--- src/rtl/mips_pkg.sv ---
// Shared MIPS decode constants: opcodes, instruction field positions and datapath width.
package mips_pkg;

   localparam int DATA_W   = 32;
   localparam int NUM_REGS = 32;
   localparam int REG_AW   = 5;

   localparam int OP_MSB = 31;
   localparam int OP_LSB = 26;
   localparam int RS_MSB = 25;
   localparam int RS_LSB = 21;
   localparam int RT_MSB = 20;
   localparam int RT_LSB = 16;

   localparam logic [5:0] OP_RTYPE = 6'b000000;
   localparam logic [5:0] OP_BEQ   = 6'b000100;
   localparam logic [5:0] OP_BNE   = 6'b000101;
   localparam logic [5:0] OP_LW    = 6'b100011;
   localparam logic [5:0] OP_SW    = 6'b101011;

   localparam logic [REG_AW-1:0] REG_ZERO = 5'd0;

   // Opcodes whose rt field is a source operand rather than a destination
   function automatic logic readsRt(input logic [5:0] op);
      return (op == OP_RTYPE) || (op == OP_BEQ) || (op == OP_BNE) || (op == OP_SW);
   endfunction

endpackage

--- src/rtl/reg_file_32x32.sv ---
// MIPS general register file: two combinational read ports, one synchronous write port,
// R0 hardwired to zero, synchronous active-low clear.
module reg_file_32x32
   import mips_pkg::*;
#(
   parameter int NUM_REGS = 32
) (
   input  logic              clk,
   input  logic              rst_n,
   input  logic              we_i,
   input  logic [REG_AW-1:0] waddr_i,
   input  logic [DATA_W-1:0] wdata_i,
   input  logic [REG_AW-1:0] raddr_a_i,
   input  logic [REG_AW-1:0] raddr_b_i,
   output logic [DATA_W-1:0] rdata_a_o,
   output logic [DATA_W-1:0] rdata_b_o
);

   logic [DATA_W-1:0] regs_q [NUM_REGS];

   always_ff @(posedge clk) begin
      if (!rst_n) begin
         for (int i = 0; i < NUM_REGS; i++) begin
            regs_q[i] <= '0;
         end
      end else if (we_i && (waddr_i != REG_ZERO)) begin
         regs_q[waddr_i] <= wdata_i;
      end
   end

   assign rdata_a_o = (raddr_a_i == REG_ZERO) ? '0 : regs_q[raddr_a_i];
   assign rdata_b_o = (raddr_b_i == REG_ZERO) ? '0 : regs_q[raddr_b_i];

endmodule

--- src/rtl/id_operand_stage.sv ---
// Decode/operand-fetch stage feeding the ALU: register file, ID/EX register, load-use hazard,
// valid/ready backpressure and flush. Define ID_WB_BYPASS_EN to forward same-cycle WB data.
module id_operand_stage
   import mips_pkg::*;
#(
   parameter int NUM_REGS = 32
) (
   input  logic              clk,
   input  logic              rst_n,
   input  logic              in_valid,
   input  logic [31:0]       in_instr,
   output logic              in_ready,
   input  logic              flush,
   input  logic              wb_en,
   input  logic [REG_AW-1:0] wb_addr,
   input  logic [DATA_W-1:0] wb_data,
   output logic              out_valid,
   input  logic              out_ready,
   output logic [31:0]       out_instr,
   output logic [DATA_W-1:0] out_reg_a,
   output logic [DATA_W-1:0] out_reg_b
);

   logic              outValid_q, outValid_d;
   logic [31:0]       outInstr_q, outInstr_d;
   logic [DATA_W-1:0] regA_q, regA_d;
   logic [DATA_W-1:0] regB_q, regB_d;

   logic [5:0]        inOp, heldOp;
   logic [REG_AW-1:0] inRs, inRt, heldRs, heldRt;
   logic [DATA_W-1:0] rdA, rdB, opA, opB;
   logic              hazard, load, wbHit;

   assign inOp   = in_instr[OP_MSB:OP_LSB];
   assign inRs   = in_instr[RS_MSB:RS_LSB];
   assign inRt   = in_instr[RT_MSB:RT_LSB];
   assign heldOp = outInstr_q[OP_MSB:OP_LSB];
   assign heldRs = outInstr_q[RS_MSB:RS_LSB];
   assign heldRt = outInstr_q[RT_MSB:RT_LSB];

   reg_file_32x32 #(.NUM_REGS(NUM_REGS)) u_regs (
      .clk       (clk),
      .rst_n     (rst_n),
      .we_i      (wb_en),
      .waddr_i   (wb_addr),
      .wdata_i   (wb_data),
      .raddr_a_i (inRs),
      .raddr_b_i (inRt),
      .rdata_a_o (rdA),
      .rdata_b_o (rdB)
   );

   // A held lw whose destination feeds the incoming instruction forces a one-cycle bubble
   assign hazard = outValid_q && (heldOp == OP_LW) && (heldRt != REG_ZERO) &&
                   ((heldRt == inRs) || ((heldRt == inRt) && readsRt(inOp)));

   assign in_ready = rst_n && (!outValid_q || out_ready) && !hazard && !flush;
   assign load     = in_valid && in_ready;
   assign wbHit    = wb_en && (wb_addr != REG_ZERO);

`ifdef ID_WB_BYPASS_EN
   assign opA = (wbHit && (wb_addr == inRs)) ? wb_data : rdA;
   assign opB = (wbHit && (wb_addr == inRt)) ? wb_data : rdB;
`else
   assign opA = rdA;
   assign opB = rdB;
`endif

   always_comb begin
      outValid_d = outValid_q;
      outInstr_d = outInstr_q;
      regA_d     = regA_q;
      regB_d     = regB_q;
      if (load) begin
         outValid_d = 1'b1;
         outInstr_d = in_instr;
         regA_d     = opA;
         regB_d     = opB;
      end else if (flush || (outValid_q && out_ready)) begin
         outValid_d = 1'b0;
      end else if (outValid_q) begin
         // Stalled instruction picks up late writebacks so EX never sees a stale operand
         if (wbHit && (wb_addr == heldRs)) regA_d = wb_data;
         if (wbHit && (wb_addr == heldRt)) regB_d = wb_data;
      end
   end

   always_ff @(posedge clk) begin
      if (!rst_n) begin
         outValid_q <= 1'b0;
         outInstr_q <= '0;
         regA_q     <= '0;
         regB_q     <= '0;
      end else begin
         outValid_q <= outValid_d;
         outInstr_q <= outInstr_d;
         regA_q     <= regA_d;
         regB_q     <= regB_d;
      end
   end

   assign out_valid = outValid_q;
   assign out_instr = outInstr_q;
   assign out_reg_a = regA_q;
   assign out_reg_b = regB_q;

endmodule

--- config.mk ---
export PLATFORM = sky130hd
export DESIGN_NAME = id_operand_stage
export DESIGN_NICKNAME = d
export VERILOG_FILES = /design/src/rtl/mips_pkg.sv /design/src/rtl/reg_file_32x32.sv /design/src/rtl/id_operand_stage.sv
export SDC_FILE = /design/constraint.sdc
export NUM_CORES = 2
export LEC_CHECK = 0
export CAP_MARGIN = 10
export CORE_UTILIZATION = 38
export CTS_BUF_LIST = sky130_fd_sc_hd__clkbuf_8
export CTS_CLUSTER_DIAMETER = 150
export DETAILED_ROUTE_END_ITERATION = 8
export PLACE_DENSITY = 0.68
export SETUP_SLACK_MARGIN = 0.15
export SLEW_MARGIN = 20
export SYNTH_ARGS = -nofsm -noshare
export SYNTH_HDL_FRONTEND = slang
export SYNTH_SLANG_ARGS = --single-unit
--- constraint.sdc ---
create_clock -name clk -period 4.61 [get_ports clk]
set_input_delay 0.6915 -clock clk [delete_from_list [all_inputs] [get_ports clk]]
set_output_delay 0.6915 -clock clk [all_outputs]
set_load 0.05 [all_outputs]
# [Word level (Yosys, flattened, before mapping)]
# Memories as Yosys holds them, arrays and structs flattened.
# Cells that the tools add are included.
# W data, S select, Z words.
[classes] n_reduce_logical=33 mux=19 n_eq_ne=9
[op_table] cell="$mux W32" count=11
[op_table] cell="$reduce_or A32 Y1" count=1
[op_table] cell="$eq A5 B5 Y1" count=4
[op_table] cell="$eq A6 B3 Y1 const B" count=2
[op_table] cell="$eq A6 B6 Y1 const B" count=2
[op_table] cell="$logic_and A1 B1 Y1" count=12
[op_table] cell="$logic_not A5 Y1" count=2
[op_table] cell="$reduce_bool A5 Y1" count=2
[op_table] cell="$reduce_bool A2 Y1" count=4
[op_table] cell="$mux W1" count=7
[op_table] cell="$logic_not A6 Y1" count=1
[op_table] cell="$logic_or A1 B1 Y1" count=6
[op_table] cell="$reduce_and A3 Y1" count=2
[op_table] cell="$mux W5" count=1
[op_table] cell="$logic_not A1 Y1" count=3
[op_table] cell="$ne A2 B2 Y1 const B" count=1
[totals] register_bits=97 wordCells=66 memories=1 output_inout_bits=98 ramBits=1024 in_bits=75
[mem_list] memory="u_regs.regs_q" words=32 word_bits=32 read_ports=2 rd_ports_with_merged_regs=0 wr=32 line="reg_file_32x32.sv:19" source="logic [DATA_W-1:0] regs_q [NUM_REGS];"

# [Depth between registers and ports, before layout]
[depth] ltp_word=13 ltp_mapped=11 mapped_depth_nobuf=6

# [Cells and area by module]
# From an unflattened synthesis, not the netlist that was laid out.
[hier_totals] hier_cells=4055 area_unflattened_um2=58781.4
[by_module_without_submodules] mod="reg_file_32x32" seq_area_each_um2=30749.5 cells_each=3509 n_inst=1 area_each_um2=54204.5
[by_module_without_submodules] mod="id_operand_stage" seq_area_each_um2=1941.9 cells_each=546 n_inst=1 area_each_um2=4576.9

# [Least setup slack after synthesis]
# OpenSTA, ideal clock, no wires.
[synth_timing] kind="input-to-reg" start="input port wb_addr[4]" end="memory u_regs.regs_q[24][0], enable pin" t_required_ns=4.144 path_stages=6 t_arrival_ns=3.907 path_buffers=3 slack_ns=0.237 setup_time_ns=0.466 cell_sequence="buf_2 -> or3_1 -> clkbuf_1 -> nand4_1 -> clkbuf_1 -> o21ai_0"
[synth_lines] item="from (decl)" line="id_operand_stage.sv:15" source="input logic [REG_AW-1:0] wb_addr,"
[synth_lines] item="to (decl)" line="reg_file_32x32.sv:19"

# [Worst setup path in the final report]
[layout_timing] start="register outInstr_q[17], in the netlist out_instr[17]" end="output port in_ready"
[layout_via] elab_chain_cells=7 elab_cells_between_ends=10 cone_classes="eq/ne: 2; reduce/logical: 8"
[layout_lines] item="from (decl)" line="id_operand_stage.sv:25" source="logic [31:0] outInstr_q, outInstr_d;"
[layout_lines] item="from (signal assigned)" line="id_operand_stage.sv:96" source="outInstr_q <= outInstr_d;"
[layout_lines] item="$eq A5 B5 Y1" line="id_operand_stage.sv:55" source="((heldRt == inRs) || ((heldRt == inRt) && readsRt(inOp)));"
[layout_lines] item="$logic_and A1 B1 Y1" line="id_operand_stage.sv:55"
[layout_lines] item="$logic_or A1 B1 Y1" line="id_operand_stage.sv:55"
[layout_lines] item="$logic_and A1 B1 Y1 *" line="id_operand_stage.sv:54" source="assign hazard = outValid_q && (heldOp == OP_LW) && (heldRt != REG_ZERO) &&"
[layout_lines] item="$logic_not A1 Y1 *" line="id_operand_stage.sv:57" source="assign in_ready = rst_n && (!outValid_q || out_ready) && !hazard && !flush;"
[layout_lines] item="$logic_and A1 B1 Y1 * (2 in series)" line="id_operand_stage.sv:57"
[layout_lines] item="to (decl)" line="id_operand_stage.sv:12" source="output logic in_ready,"
# Mark *: on every way between the ends. The rest lies on a longest branch, timed or not.

==> qor.txt <==
Sequential share of the synthesized area - 55.60%
Rel. slew slack - 21.91%
GR Util All Layers - 25.10%
Crit end category - primary output
F_max - 295.8 MHz
Number of global-route vias before repair - 38610
Die H - 395.3 um
CP arrival - 2.69 ns
Post-synth EDFFs - 1024
Crit-path cells - nor4_1 -> a211oi_1 -> nand4_1 -> nand2_1 -> nor4b_1 -> buf_4
Worst r2r dst - out_reg_a[28]
Most frequent cells in the layout - edfxtp_1 (1024), and2_1 (995), mux4_2 (475)
Starting Density - 38.48%
Hold-fix buffers at CTS - 0
Syn_area_per_cell - 14.57 sq um
Pleak - 23.36 nW
CP bufs+invs - 1
Die area - 0.1563 sq mm
Drt wl/cell - 31.38 um
Detailed Route WL - 199200 um
Residual DRC count - 0
Setup TNS - 0 ns
Max Buffers Root-to-Sink - 3
Sw frac - 27.12%
Yosys warns - 0
Layout cell share with drive strength beyond 1 - 24.65%
CP peak stage delay - 0.57 ns
Worst R2R Path Depth - 8
Largest net degree at the start of global routing - 76
CP max FO - 6
Placer Congestion - 0.9398
Final core occ - 43.71%
GR Overflow Total - 0
Core Box Area - 0.1528 sq mm
Clk sinks - 1121
Crit path time final - 3.381 ns
Clock latency on the worst-skew pair - 0.94 ns
Vias/cell - 6.162
Die X - 395.3 um
Setup Fix Bufs, Post-CTS - 0
TritonCTS clock tree - done
Worst clock skew - 0.03875 ns
Ports - 173
Combinational share of power - 13.2%
Router iterations before antenna repair - 8
Final setup viols - 0
Worst setup SP type - flip-flop
Clk pwr share - 35.2%
VDD IR max - 0.2490 mV
Cts repair resizes - 0
Max Slew Vio Count - 0
Power Density - 346.7 mW/mm^2
Hold Path Depth - 2
Number of routed nets with antenna violations - 0
Seq pwr share - 51.6%
Register bit total from synthesis - 1121
Fin crit share - 73.34%
DRT iter0 DRCs - 5686
Root Driver - clkbuf_8
Clock-pin slew on the worst setup and hold paths - 0.07 ns
Antenna violations before repair - 20
Worst setup path startpoint - out_instr[17]
Place WS - 0.9340 ns
Setup CP Type - flip-flop to primary output
RSZ-0062 raised after global routing - false
Synth async-reset ratio - 0%
Final hold vios - 0
H-tree Lvls - 4
Syn Inst Count - 4035
P_sw - 0.006278 W
Slowest-stage cell, CP - dfxtp_1
Layout area overhead - 13.59%
Worst-margin pin slew - 1.169 ns
R2r startpoint - out_instr[17]
Layout Nets - 4238
Number of I/O port buffers - 172
Status - completed
Synth cell types - 53
Hold_sp - rst_n
Hold WC Path Type - primary input to flip-flop
WHS Endpoint - out_reg_a[21]
Setup slack, reg-to-reg - 1.78 ns
Wire length of the first global-routing pass - 281200 um
Data required, critical path - 3.92 ns
Final Worst Setup Slack - 1.229 ns
Via count - 39120
Total CTS buffers - 179
FILL cells - 13600
Delay-heaviest family, CP - simple AND/OR/NAND/NOR gates
Footprint of the multi-input gates - 0.02470 sq mm
Commonest non-fill, non-tap cell in the layout - edfxtp_1
Area occupied by registers - 0.03269 sq mm
Internal power - 0.01687 W
Synth Flop Type - edfxtp_1
HPWL Detailed - 120000 um
Num rows - 143
Synth Cell Area - 0.05879 sq mm
Max-cap violations - 0
[synth_stat cells (5+ instances only)]
library cell,count,area [sq um]
buf_6,8,90.09
nand4_1,7,43.79
buf_2,102,510.5
buf_4,19,142.6
dfxtp_1,97,1942
nor2_1,78,292.8
a21oi_1,65,325.3
and2_1,995,6225
mux4_2,475,10700
edfxtp_1,1024,30750
o2bb2ai_1,6,52.55
a2111oi_0,26,227.7
nor4_1,29,181.4
clkbuf_1,292,1096
o21a_1,64,480.5
o221a_1,14,157.7
a221oi_1,6,52.55
nor2b_1,27,168.9
o21ai_0,38,190.2
nor3_1,41,205.2
buf_1,19,71.32
nand2b_1,6,37.54
a22oi_1,30,225.2
o22ai_1,74,462.9
nand3_1,6,30.03
o221a_2,50,563.0
xnor2_1,6,52.55
mux2_2,29,326.6
nand2_1,112,420.4
xor2_1,14,122.6
o221ai_1,11,96.34
mux2i_1,210,2102
a211oi_1,5,37.54
[flip-flops by register name, indices dropped and copies added, names as in the netlist]
register       cells
out_reg_b         32
out_reg_a         32
out_valid          1
out_instr         32
u_regs.regs_q   1024
[through the flow]
| step | hold slack [ns] | cells | area [sq um] | total power [W] |
|---|---|---|---|---|
| floorplan | 0.7457 | 4066 | 58910 | 0.01393 |
| global placement | 0.4743 | 6012 | 63520 | 0.01508 |
| detailed placement | 0.4893 | 6012 | 63500 | 0.01514 |
| CTS | 0.1331 | 6338 | 66790 | 0.02315 |
| global route | 0.1497 | 6343 | 66770 | 0.02377 |
| finish | 0.1937 | 6349 | 66780 | 0.02315 |
[worst max-delay path by stage]
stage	endpoint	slack (ns)	cells after the start
after detailed placement	out_reg_a[15]	0.93	7
final	in_ready	1.23	6
after global placement	out_reg_a[15]	1.00	7
after global routing	in_ready	1.10	6
after floorplan	u_regs.regs_q[24][0]	0.24	6
after CTS	in_ready	1.23	6
[power by group through the flow]
stage / Sequential, W / Combinational (W) / Clock [W]
floorplan: 0.0122 / 0.00176 / 0
global placement: 0.0121 / 0.00298 / 0
detailed placement: 0.0121 / 0.00300 / 0
CTS: 0.0119 / 0.00301 / 0.00821
global route: 0.0120 / 0.00313 / 0.00864
finish: 0.0119 / 0.00305 / 0.00815
[routing by layer]
layer | track usage [%] | part of all wire (%) | vias up
met5 | 0 | 0.047 | -
met2 | 37.73 | 45 | 2866
met4 | 11.87 | 4.9 | 16
met3 | 7.518 | 13 | 499
met1 | 33.23 | 37 | 20010
li1 | - | - | 15730
[logic make-up (layout without fill, tap and decap cells)]
| group | Yosys count | after routing | share of synthesized area (%) |
|---|---|---|---|
| and+or+nand+nor | 1326 | 1326 | 13.27 |
| xor gates and xnor gates | 20 | 20 | 0.2979 |
| AOI/OAI and AO/OA | 404 | 404 | 5.103 |
| buffers and inverters | 449 | 691 | 3.390 |
| muxes | 714 | 714 | 22.33 |
| DFF | 1121 | 1121 | 55.60 |
| other | 1 | 43 | 0.006378 |
[cell type report]
type,count,share of cell area (%)
multi-input cells,2496,36.98
repair buffers,359,5.253
flip-flops and latches,1121,48.95
well taps,2030,3.803
clock buffers,195,4.019
clock inverters,131,0.9143
inverters,6,0.03747
diodes,11,0.04122
(Power assumes the default switching activity.)
